--- config.mk ---
export PLATFORM = sky130hd
export DESIGN_NAME = regfile_wb_scheduler
export DESIGN_NICKNAME = d
export VERILOG_FILES = /design/src/rtl/regfile_pkg.sv /design/src/rtl/regfile_wb_scheduler_rr_arbiter.sv /design/src/rtl/regfile_wb_scheduler.sv
export SDC_FILE = /design/constraint.sdc
export NUM_CORES = 1
export LEC_CHECK = 0
export ABC_AREA = 1
export ABC_CLOCK_PERIOD_IN_PS = 2330
export BUFFER_PORTS_ARGS = -buffer_cell sky130_fd_sc_hd__buf_2
export CAP_MARGIN = 40
export CORE_MARGIN = 5
export CORE_UTILIZATION = 40
export CTS_BUF_LIST = sky130_fd_sc_hd__clkbuf_4 sky130_fd_sc_hd__clkbuf_8 sky130_fd_sc_hd__clkbuf_16
export DETAILED_ROUTE_END_ITERATION = 7
export PLACE_DENSITY = 0.71
export SYNTH_ARGS = -nofsm -noshare
export SYNTH_HDL_FRONTEND = slang
export SYNTH_SLANG_ARGS = --single-unit
--- constraint.sdc ---
create_clock -name clk -period 2.33 [get_ports clk]
set_clock_uncertainty 0.05 [all_clocks]
set_input_delay 0.1165 -clock clk [delete_from_list [all_inputs] [get_ports clk]]
set_output_delay 0.1165 -clock clk [all_outputs]
set_load 0.05 [all_outputs]
--- src/rtl/regfile_pkg.sv ---
// Shared register-file constants and types for the writeback scheduler slice.
// Latency: none (declarations only).
// Backpressure: not applicable.
package regfile_pkg;

  localparam int REG_COUNT = 32;
  localparam int ADDR_W    = 5;
  localparam int DATA_W    = 32;

  typedef logic [ADDR_W-1:0] reg_addr_t;
  typedef logic [DATA_W-1:0] reg_data_t;

  // x0 is hardwired: never written, never busy.
  localparam reg_addr_t REG_ZERO = '0;

endpackage

--- src/rtl/regfile_wb_scheduler_rr_arbiter.sv ---
// Round-robin arbiter: search starts at the pointer, ascending with wrap.
// Latency: grant is combinational; pointer moves at the edge of a completed handshake.
// Backpressure: pointer holds when adv_i is low, so an unaccepted winner stays first in line.
module rr_arbiter
  import regfile_pkg::*;
#(
  parameter int N = 3
) (
  input  logic                 clk,
  input  logic                 reset_n,
  input  logic [N-1:0]         req_i,
  input  logic                 adv_i,
  output logic [N-1:0]         grant_o,
  output logic [$clog2(N)-1:0] winner_o
);

  localparam int IDX_W = $clog2(N);

  logic [IDX_W-1:0] ptr_q, ptr_d;
  logic [IDX_W-1:0] idx;
  logic             found;

  // Pick the first requester at or after the pointer, wrapping at N.
  always_comb begin
    grant_o  = '0;
    winner_o = '0;
    found    = 1'b0;
    idx      = '0;
    for (int k = 0; k < N; k++) begin
      idx = IDX_W'((int'(ptr_q) + k) % N);
      if (!found && req_i[idx]) begin
        found        = 1'b1;
        grant_o[idx] = 1'b1;
        winner_o     = idx;
      end
    end
  end

  // After a transfer the winner's successor gets first priority.
  always_comb begin
    ptr_d = ptr_q;
    if (adv_i) begin
      ptr_d = (int'(winner_o) == N - 1) ? '0 : winner_o + IDX_W'(1);
    end
  end

  // Pointer register, synchronous reset to requester 0.
  always_ff @(posedge clk) begin
    if (!reset_n) ptr_q <= '0;
    else          ptr_q <= ptr_d;
  end

endmodule

--- src/rtl/regfile_wb_scheduler.sv ---
// Register-file write-port scheduler: round-robin over writeback sources plus a busy scoreboard.
// Latency: accepted request appears on rf_write_* one cycle later; busy clears on that commit edge.
// Backpressure: one req_ready per cycle; issue_ready drops while the destination is still pending.
module regfile_wb_scheduler #(
  parameter int NUM_REQ = 3,
  parameter int ADDR_W  = 5,
  parameter int DATA_W  = 32
) (
  input  logic                      clk,
  input  logic                      reset_n,
  input  logic [NUM_REQ-1:0]        req_valid,
  output logic [NUM_REQ-1:0]        req_ready,
  input  logic [NUM_REQ*ADDR_W-1:0] req_addr,
  input  logic [NUM_REQ*DATA_W-1:0] req_data,
  output logic                      rf_write_enable,
  output logic [ADDR_W-1:0]         rf_write_addr,
  output logic [DATA_W-1:0]         rf_write_data,
  input  logic                      issue_valid,
  input  logic [ADDR_W-1:0]         issue_rd,
  output logic                      issue_ready,
  input  logic [ADDR_W-1:0]         rs1_addr,
  input  logic [ADDR_W-1:0]         rs2_addr,
  output logic                      rs1_busy,
  output logic                      rs2_busy,
  output logic [(1<<ADDR_W)-1:0]    busy_vec
);
  import regfile_pkg::*;

  localparam int NREGS = 1 << ADDR_W;
  localparam logic [ADDR_W-1:0] ZERO_A = ADDR_W'(REG_ZERO);

  logic [NUM_REQ-1:0]         grant;
  logic [$clog2(NUM_REQ)-1:0] win;
  logic                       xfer;
  logic [ADDR_W-1:0]          sel_addr;
  logic [DATA_W-1:0]          sel_data;

  logic                       we_q;
  logic [ADDR_W-1:0]          addr_q;
  logic [DATA_W-1:0]          data_q;

  logic [NREGS-1:0]           busy_q, busy_d;
  logic                       issue_fire;

  rr_arbiter #(.N(NUM_REQ)) u_arb (
    .clk      (clk),
    .reset_n  (reset_n),
    .req_i    (req_valid),
    .adv_i    (xfer),
    .grant_o  (grant),
    .winner_o (win)
  );

  // Nobody is accepted while reset is held.
  assign req_ready = reset_n ? grant : '0;
  assign xfer      = |(req_valid & req_ready);
  assign sel_addr  = req_addr[int'(win)*ADDR_W +: ADDR_W];
  assign sel_data  = req_data[int'(win)*DATA_W +: DATA_W];

  // Register the accepted write; a write to x0 is consumed without a strobe.
  always_ff @(posedge clk) begin
    if (!reset_n) begin
      we_q   <= 1'b0;
      addr_q <= '0;
      data_q <= '0;
    end else begin
      we_q <= xfer && (sel_addr != ZERO_A);
      if (xfer) begin
        addr_q <= sel_addr;
        data_q <= sel_data;
      end
    end
  end

  assign rf_write_enable = we_q;
  assign rf_write_addr   = addr_q;
  assign rf_write_data   = data_q;

  // A pending destination blocks a second reservation until its write commits.
  assign issue_ready = reset_n && ((issue_rd == ZERO_A) || !busy_q[issue_rd]);
  assign issue_fire  = issue_valid && issue_ready && (issue_rd != ZERO_A);

  // Clear on commit, set on reservation; the two never target the same register.
  always_comb begin
    busy_d = busy_q;
    if (we_q)       busy_d[addr_q]   = 1'b0;
    if (issue_fire) busy_d[issue_rd] = 1'b1;
    busy_d[0] = 1'b0;
  end

  // Scoreboard register, synchronous reset drops all reservations.
  always_ff @(posedge clk) begin
    if (!reset_n) busy_q <= '0;
    else          busy_q <= busy_d;
  end

  assign busy_vec = busy_q;
  assign rs1_busy = busy_q[rs1_addr];
  assign rs2_busy = busy_q[rs2_addr];

endmodule

* Yosys cells after proc, flatten, opt, wreduce, memory -nomap -nowiden
Index checks and enable logic that the tools add are counted.
** Operators by class
- Multiply operators :: 1
- Equality and inequality tests :: 1
- Reduce and logical (&&, ||, !) cells :: 19
- Shift-type cells :: 2
- Multiplexer cells :: 34
- Bitwise logic cells :: 6
- $add $sub $neg :: 3
- Div/mod/pow operators :: 3
- Magnitude comparators :: 12
** Operators by type and width (count)
- indexed part select 96 x 8 -> 32 bit :: 1
- remainder unit 32 x 3 -> 32 bit (second input constant) :: 2
- 2-to-1 mux 32 bit :: 2
- AND 32 bit :: 1
- remainder unit 3 x 3 -> 32 bit (second input constant) :: 1
- inverter 32 bit :: 1
- bitwise OR 32 bit :: 1
- less-than comparator 5 x 6 -> 1 bit (second input constant) :: 4
- binary-select mux 1 bit (select 5 bit) :: 3
- indexed part select 15 x 6 -> 5 bit :: 1
- 2-to-1 mux 1 bit :: 13
- 2-to-1 mux 3 bit :: 4
- logical AND 1 bit :: 11
- demux 1 bit (select 5 bit) :: 2
- >= comparator 5 x 1 -> 1 bit (second input constant) :: 2
- nonzero test 5 bit :: 2
- less-than comparator 2 x 3 -> 1 bit (second input constant) :: 3
- 2-to-1 mux 2 bit :: 4
- binary-select mux 1 bit (select 2 bit) :: 3
- demux 1 bit (select 2 bit) :: 3
- >= comparator 2 x 1 -> 1 bit (second input constant) :: 3
- bitwise OR 3 bit :: 2
- zero test 5 bit :: 1
- multiplier 2 x 3 -> 5 bit (second input constant) :: 1
- 8 further kinds :: 10
** Word-level totals
- Output and inout port bits :: 76
- Register bits after elaboration :: 72
- Input bits :: 132

* Logic depth before layout (Yosys ltp)
- Depth in word-level cells :: 14
- Gate-level depth with buffers :: 19
- Mapped depth without buffers :: 18

* By module
A second synthesis with hierarchy kept.
** Unflattened totals
- Cells, all modules :: 773
- Area total of the unflattened synthesis :: 5021.1 sq um
** By module, submodules not included
- regfile_wb_scheduler :: times used 1, seq. area each 1381.3 sq um, cells an instance 704, area each 4633.2 sq um
- rr_arbiter :: times used 1, seq. area each 40.0 sq um, cells an instance 69, area each 387.9 sq um

* Worst setup path before layout
No wires, ideal clock.
- Path type :: register to register
- From :: register u_arb.ptr_q[0]
- To :: register data_q[20] (netlist: rf_write_data[20])
- Buffers on the path :: 2
- Arrival :: 2.536 ns
- Data required time :: 2.164 ns
- Slack :: -0.372 ns
- Period minus slack after synthesis :: 2.702 ns
- Library setup time :: 0.116 ns
- Stages on the path, launching flop included :: 18
- Cell sequence :: dfxtp_1 -> inv_1 -> ha_1 -> inv_2 -> nand2_1 -> nand3_1 -> nand2_1 -> nand2_1 -> nand2_1 -> o21ai_1 -> a21oi_2 -> nand2_1 -> nand3b_4 -> inv_2 -> buf_6 -> buf_6 -> nor2_2 -> nor2_1
** Between the ends
- Word-level cells in the longest chain between the ends :: 13
- Elaborated cells on any way between the ends :: 44
** Ends and longest elaborated chain
- start: declaration :: RTL line regfile_wb_scheduler_rr_arbiter.sv:19 : logic [IDX_W-1:0] ptr_q, ptr_d;
- start signal: assignment :: RTL line regfile_wb_scheduler_rr_arbiter.sv:50 : else ptr_q <= ptr_d;
- adder 2 x 1 -> 3 bit / remainder unit 3 x 3 -> 32 bit (equally long branches) :: RTL line regfile_wb_scheduler_rr_arbiter.sv:30 : idx = IDX_W'((int'(ptr_q) + k) % N);
- remainder unit 32 x 3 -> 32 bit, or another cell as far along :: RTL line regfile_wb_scheduler_rr_arbiter.sv:30
- less-than comparator 2 x 3 -> 1 bit (not written as such), or another cell as far along :: RTL line regfile_wb_scheduler_rr_arbiter.sv:33 : grant_o[idx] = 1'b1;
- logical AND 1 bit (not written as such), or another cell as far along :: RTL line regfile_wb_scheduler_rr_arbiter.sv:33
- 2-to-1 mux 1 bit (not written as such), or another cell as far along :: RTL line regfile_wb_scheduler_rr_arbiter.sv:33
- demux 1 bit (select 2 bit), or another cell as far along
- bitwise OR 3 bit (no line) / 2-to-1 mux 1 bit (equally long branches)
- 2-to-1 mux 3 bit / zero test 1 bit (equally long branches) :: RTL line regfile_wb_scheduler_rr_arbiter.sv:31 : if (!found && req_i[idx]) begin
- bitwise OR 3 bit (no line) / logical AND 1 bit (equally long branches)
- 2-to-1 mux 3 bit (*) :: RTL line regfile_wb_scheduler_rr_arbiter.sv:31
- 2-to-1 mux 3 bit (*) :: RTL line regfile_wb_scheduler.sv:55 : assign req_ready = reset_n ? grant : '0;
- named net req_ready[2] :: RTL line regfile_wb_scheduler.sv:12 : output logic [NUM_REQ-1:0] req_ready,
- AND 3 bit (*) :: RTL line regfile_wb_scheduler.sv:56 : assign xfer = |(req_valid & req_ready);
- OR reduction 3 bit (*) :: RTL line regfile_wb_scheduler.sv:56
- end signal: assignment :: RTL line regfile_wb_scheduler.sv:70 : data_q <= sel_data;
- end: declaration :: RTL line regfile_wb_scheduler.sv:40 : logic [DATA_W-1:0] data_q;
The timed path passes the listed nets; every way through them passes the cells marked *. The select of a mux whose other input is x is not followed.
A chain may end at the register's enable or synchronous reset.

* Worst setup path in the final report
- From :: register u_arb.ptr_q[0]
- To :: register data_q[18] (netlist: rf_write_data[18])
** Between the ends
- Word-level cells in the longest chain between the ends :: 13
- Elaborated cells on any way between the ends :: 44
** Ends and longest elaborated chain (RTL line)
- adder 2 x 1 -> 3 bit / remainder unit 3 x 3 -> 32 bit (equally long branches) :: regfile_wb_scheduler_rr_arbiter.sv:30
- remainder unit 32 x 3 -> 32 bit, or another cell as far along :: regfile_wb_scheduler_rr_arbiter.sv:30
- less-than comparator 2 x 3 -> 1 bit (not written as such), or another cell as far along :: regfile_wb_scheduler_rr_arbiter.sv:33
- logical AND 1 bit (not written as such), or another cell as far along :: regfile_wb_scheduler_rr_arbiter.sv:33
- 2-to-1 mux 1 bit (not written as such), or another cell as far along :: regfile_wb_scheduler_rr_arbiter.sv:33
- demux 1 bit (select 2 bit), or another cell as far along
- bitwise OR 3 bit (no line) / 2-to-1 mux 1 bit (equally long branches)
- 2-to-1 mux 3 bit / zero test 1 bit (equally long branches) :: regfile_wb_scheduler_rr_arbiter.sv:31
- bitwise OR 3 bit (no line) / logical AND 1 bit (equally long branches)
- 2-to-1 mux 3 bit :: regfile_wb_scheduler_rr_arbiter.sv:31
- 2-to-1 mux 3 bit :: regfile_wb_scheduler.sv:55
- AND 3 bit :: regfile_wb_scheduler.sv:56
- OR reduction 3 bit :: regfile_wb_scheduler.sv:56
Parallel ways exist; a longest one is shown, timed or not. The select of a mux whose other input is x is not followed.

==> reports/results.ini <==
[finish]
layout_common_cells=buf_2, nor2_1, o21ai_0, nand2_1, inv_1
fillCellCount=1222
nNetsFinal=1167
antenna-diode-count=0
final_common_cell=buf_2
drive_gt1_share_pct=31.6
stdcell_area_um2=7030
area_growth_pct=42.6

[timing]
maxSlewViolCount=0
final-hold-violation-count=0
timing.fmax_mhz=434
slew_headroom_pct=62.5
finalCritPeriodShare_pct=98.9
finalCriticalPeriod_ns=2.30
rsz0062_at_grt=true
finalSetupViolCount=0
worst_pin_slew_ns=0.563

[cts]
cts_max_level=3
clkLatencyLatePin_ns=0.33
cts_root_buf=clkbuf_16
cts_buffer_depth=2
clk_pin_slew_ns=0.05
cts_tree=done
cts_sinks=71
cts_hold_buf=0
cts_buffers=9

[route]
avgRoutedWirePerCell_um=15.8
ant_nets=0
drc=0
first_pass_iters=5
via_per_inst=5.33
num_vias=6413
drtIter0Drc=468
wirelength_um=19000

[pwr]
p_total_w=0.0106
ir_drop_uv=905
power.leakage_nw=3.47
p_per_area_nw_per_um2=1500

[global_routing]
track_usage_pct=23.7
grt_pass1_wl_um=28300
antenna_found_initial=1
grt.overflow.total=0
grt_max_degree=42
grt_pass1_vias=5802

[worst_setup_path]
cpMaxStageDelayCell=dfxtp_4
ff2ff_path_depth=15
crit_start=u_arb.ptr_q[0]
endpoint=rf_write_data[18]
critical_path_class=flip-flop to flip-flop
r2r_slack_ns=0.03
slowest_delay_ns=0.37
r2r_start=u_arb.ptr_q[0]
path_cells=inv_2 -> ha_4 -> inv_4 -> nand2_1 -> nand3_1 -> nand2_2 -> nand3b_1 -> buf_4 -> a21oi_4 -> nand2_2 -> nand3b_4 -> inv_4 -> clkbuf_16 -> nor2_1 -> nor2_1
arrival_ns=2.47
start_kind=flip-flop
end_kind=flip-flop
worstPathRequired_ns=2.50
reg2reg_to=rf_write_data[18]
crit_path_max_fanout=13

[placement]
placed_area_um2=6260
place.gp.congestion=0.911
dp_hpwl_um=13600
port-buffer-count=206

[flow_run]
max_cap_viol_count=0

[logic_synthesis]
syn_area_um2=4930
ys_types=36
seq_area_frac_synth_pct=28.8
synth-seq-cells=71
avgSynthCellArea_um2=6.07
postSynthCellCount=813
syn_nets=949
ys.warnings.count=0

[status]
status=complete, no violations

[floorplan]
num_rows=40
die_area_um2=14700
io_pins=208
core-area_um2=12100
fp.dieH_um=121
die_width_um=121
start_util_pct=40.9

[worst_hold_path]
hold_path.class=input port to flip-flop

-- state kept, by name (all words and copies together), names as in the netlist --
signal,flops
rf_write_data,32
busy_vec,31
rf_write_addr,5
u_arb.ptr_q,2
rf_write_enable,1
-- worst min path at each step --
stage / cells after the start / endpoint / startpoint / slack [ns]
finish: 5 / rf_write_data[11] / req_data[75] / 0.05
global route: 5 / rf_write_data[16] / req_data[80] / 0.09
CTS: 5 / rf_write_data[16] / req_data[80] / 0.05
detailed placement: 5 / rf_write_data[16] / req_data[80] / 0.40
global placement: 5 / rf_write_data[16] / req_data[80] / 0.39
floorplan: 2 / busy_vec[1] / issue_valid / 0.23
-- Yosys cell counts (all sizes together) --
cell / n / area share, %
o21ai: 143 / 15
nor2: 141 / 11
nand2: 133 / 10
inv: 88 / 6.7
dfxtp: 71 / 29
a21oi: 68 / 7.0
nand3: 46 / 5.3
nand4: 32 / 4.2
buf: 22 / 2.6
clkbuf: 21 / 1.6
a22oi: 12 / 1.8
nor3: 9 / 0.91
o221ai: 8 / 1.4
ha: 4 / 1.0
o211ai: 4 / 0.61
o22ai: 3 / 0.38
a31oi: 2 / 0.25
nand3b: 2 / 0.56
a32o: 1 / 0.20
clkinv: 1 / 0.076
conb: 1 / 0.076
o21a: 1 / 0.15
-- what timing repair did --
action                                  in CTS  in global routing
endpoints found under the setup margin       0                 39
setup buffers                                0                 12
resized for setup                            0                 67
-- final cells by class --
type | count | area, um2 | area share [%]
clock buffers | 9 | 225 | 3.20
clock inverters | 6 | 134 | 1.90
inverters | 89 | 343 | 4.88
multi-input cells | 611 | 3150 | 44.8
flip-flops and latches | 71 | 1430 | 20.3
well taps | 168 | 210 | 2.99
repair buffers | 249 | 1540 | 21.9
-- metal layers --
metal	vias to the layer above	part of all wire [%]	global-route usage [%]
li1	3177	-	-
met1	2909	40	28.4
met2	286	48	39.8
met3	39	9.0	6.99
met4	2	2.3	9.35
met5	-	0.037	0
-- logic make-up after synthesis --
family	count (synthesis)	synth area share, %
AOI/OAI and AO/OA	242	26.4
other	1	0.0760
and+or+nand+nor	363	32.7
adders and majority gates	4	1.01
DFF	71	28.8
buffers and inverters	132	11.0
-- through the flow --
step	setup TNS (ns)	hold slack [ns]	utilization, %	worst slack, ns	cells
6_report	0	0.0515	58.3	0.0252	1203
5_1_grt	-1.60	0.0902	58.3	-0.106	1203
4_1_cts	0	0.0522	54.9	0.0286	1185
3_5_place_dp	0	0.396	51.9	0.0450	1170
3_3_place_gp	0	0.395	51.9	0.0320	1170
2_1_floorplan	0	0.230	-	0.00945	813
-- report_power, final --
| group | total [W] | internal, W | switching, W | leakage (nW) |
|---|---|---|---|---|
| Clock | 0.00166 | 0.00115 | 0.000511 | 0.175 |
| Sequential | 0.00163 | 0.00146 | 0.000165 | 0.580 |
| Combinational | 0.00729 | 0.00280 | 0.00449 | 2.71 |
| Total | 0.0106 | 0.00541 | 0.00517 | 3.47 |
-- worst max-delay path, delay by kind of cell (launching register included) --
kind	cells	cell delay, ns
and+or+nand+nor	8	0.75
DFF	1	0.37
AOI/OAI and AO/OA	1	0.13
adders and majority gates	1	0.31
buffers and inverters	5	0.56
(Power assumes the default switching activity.)
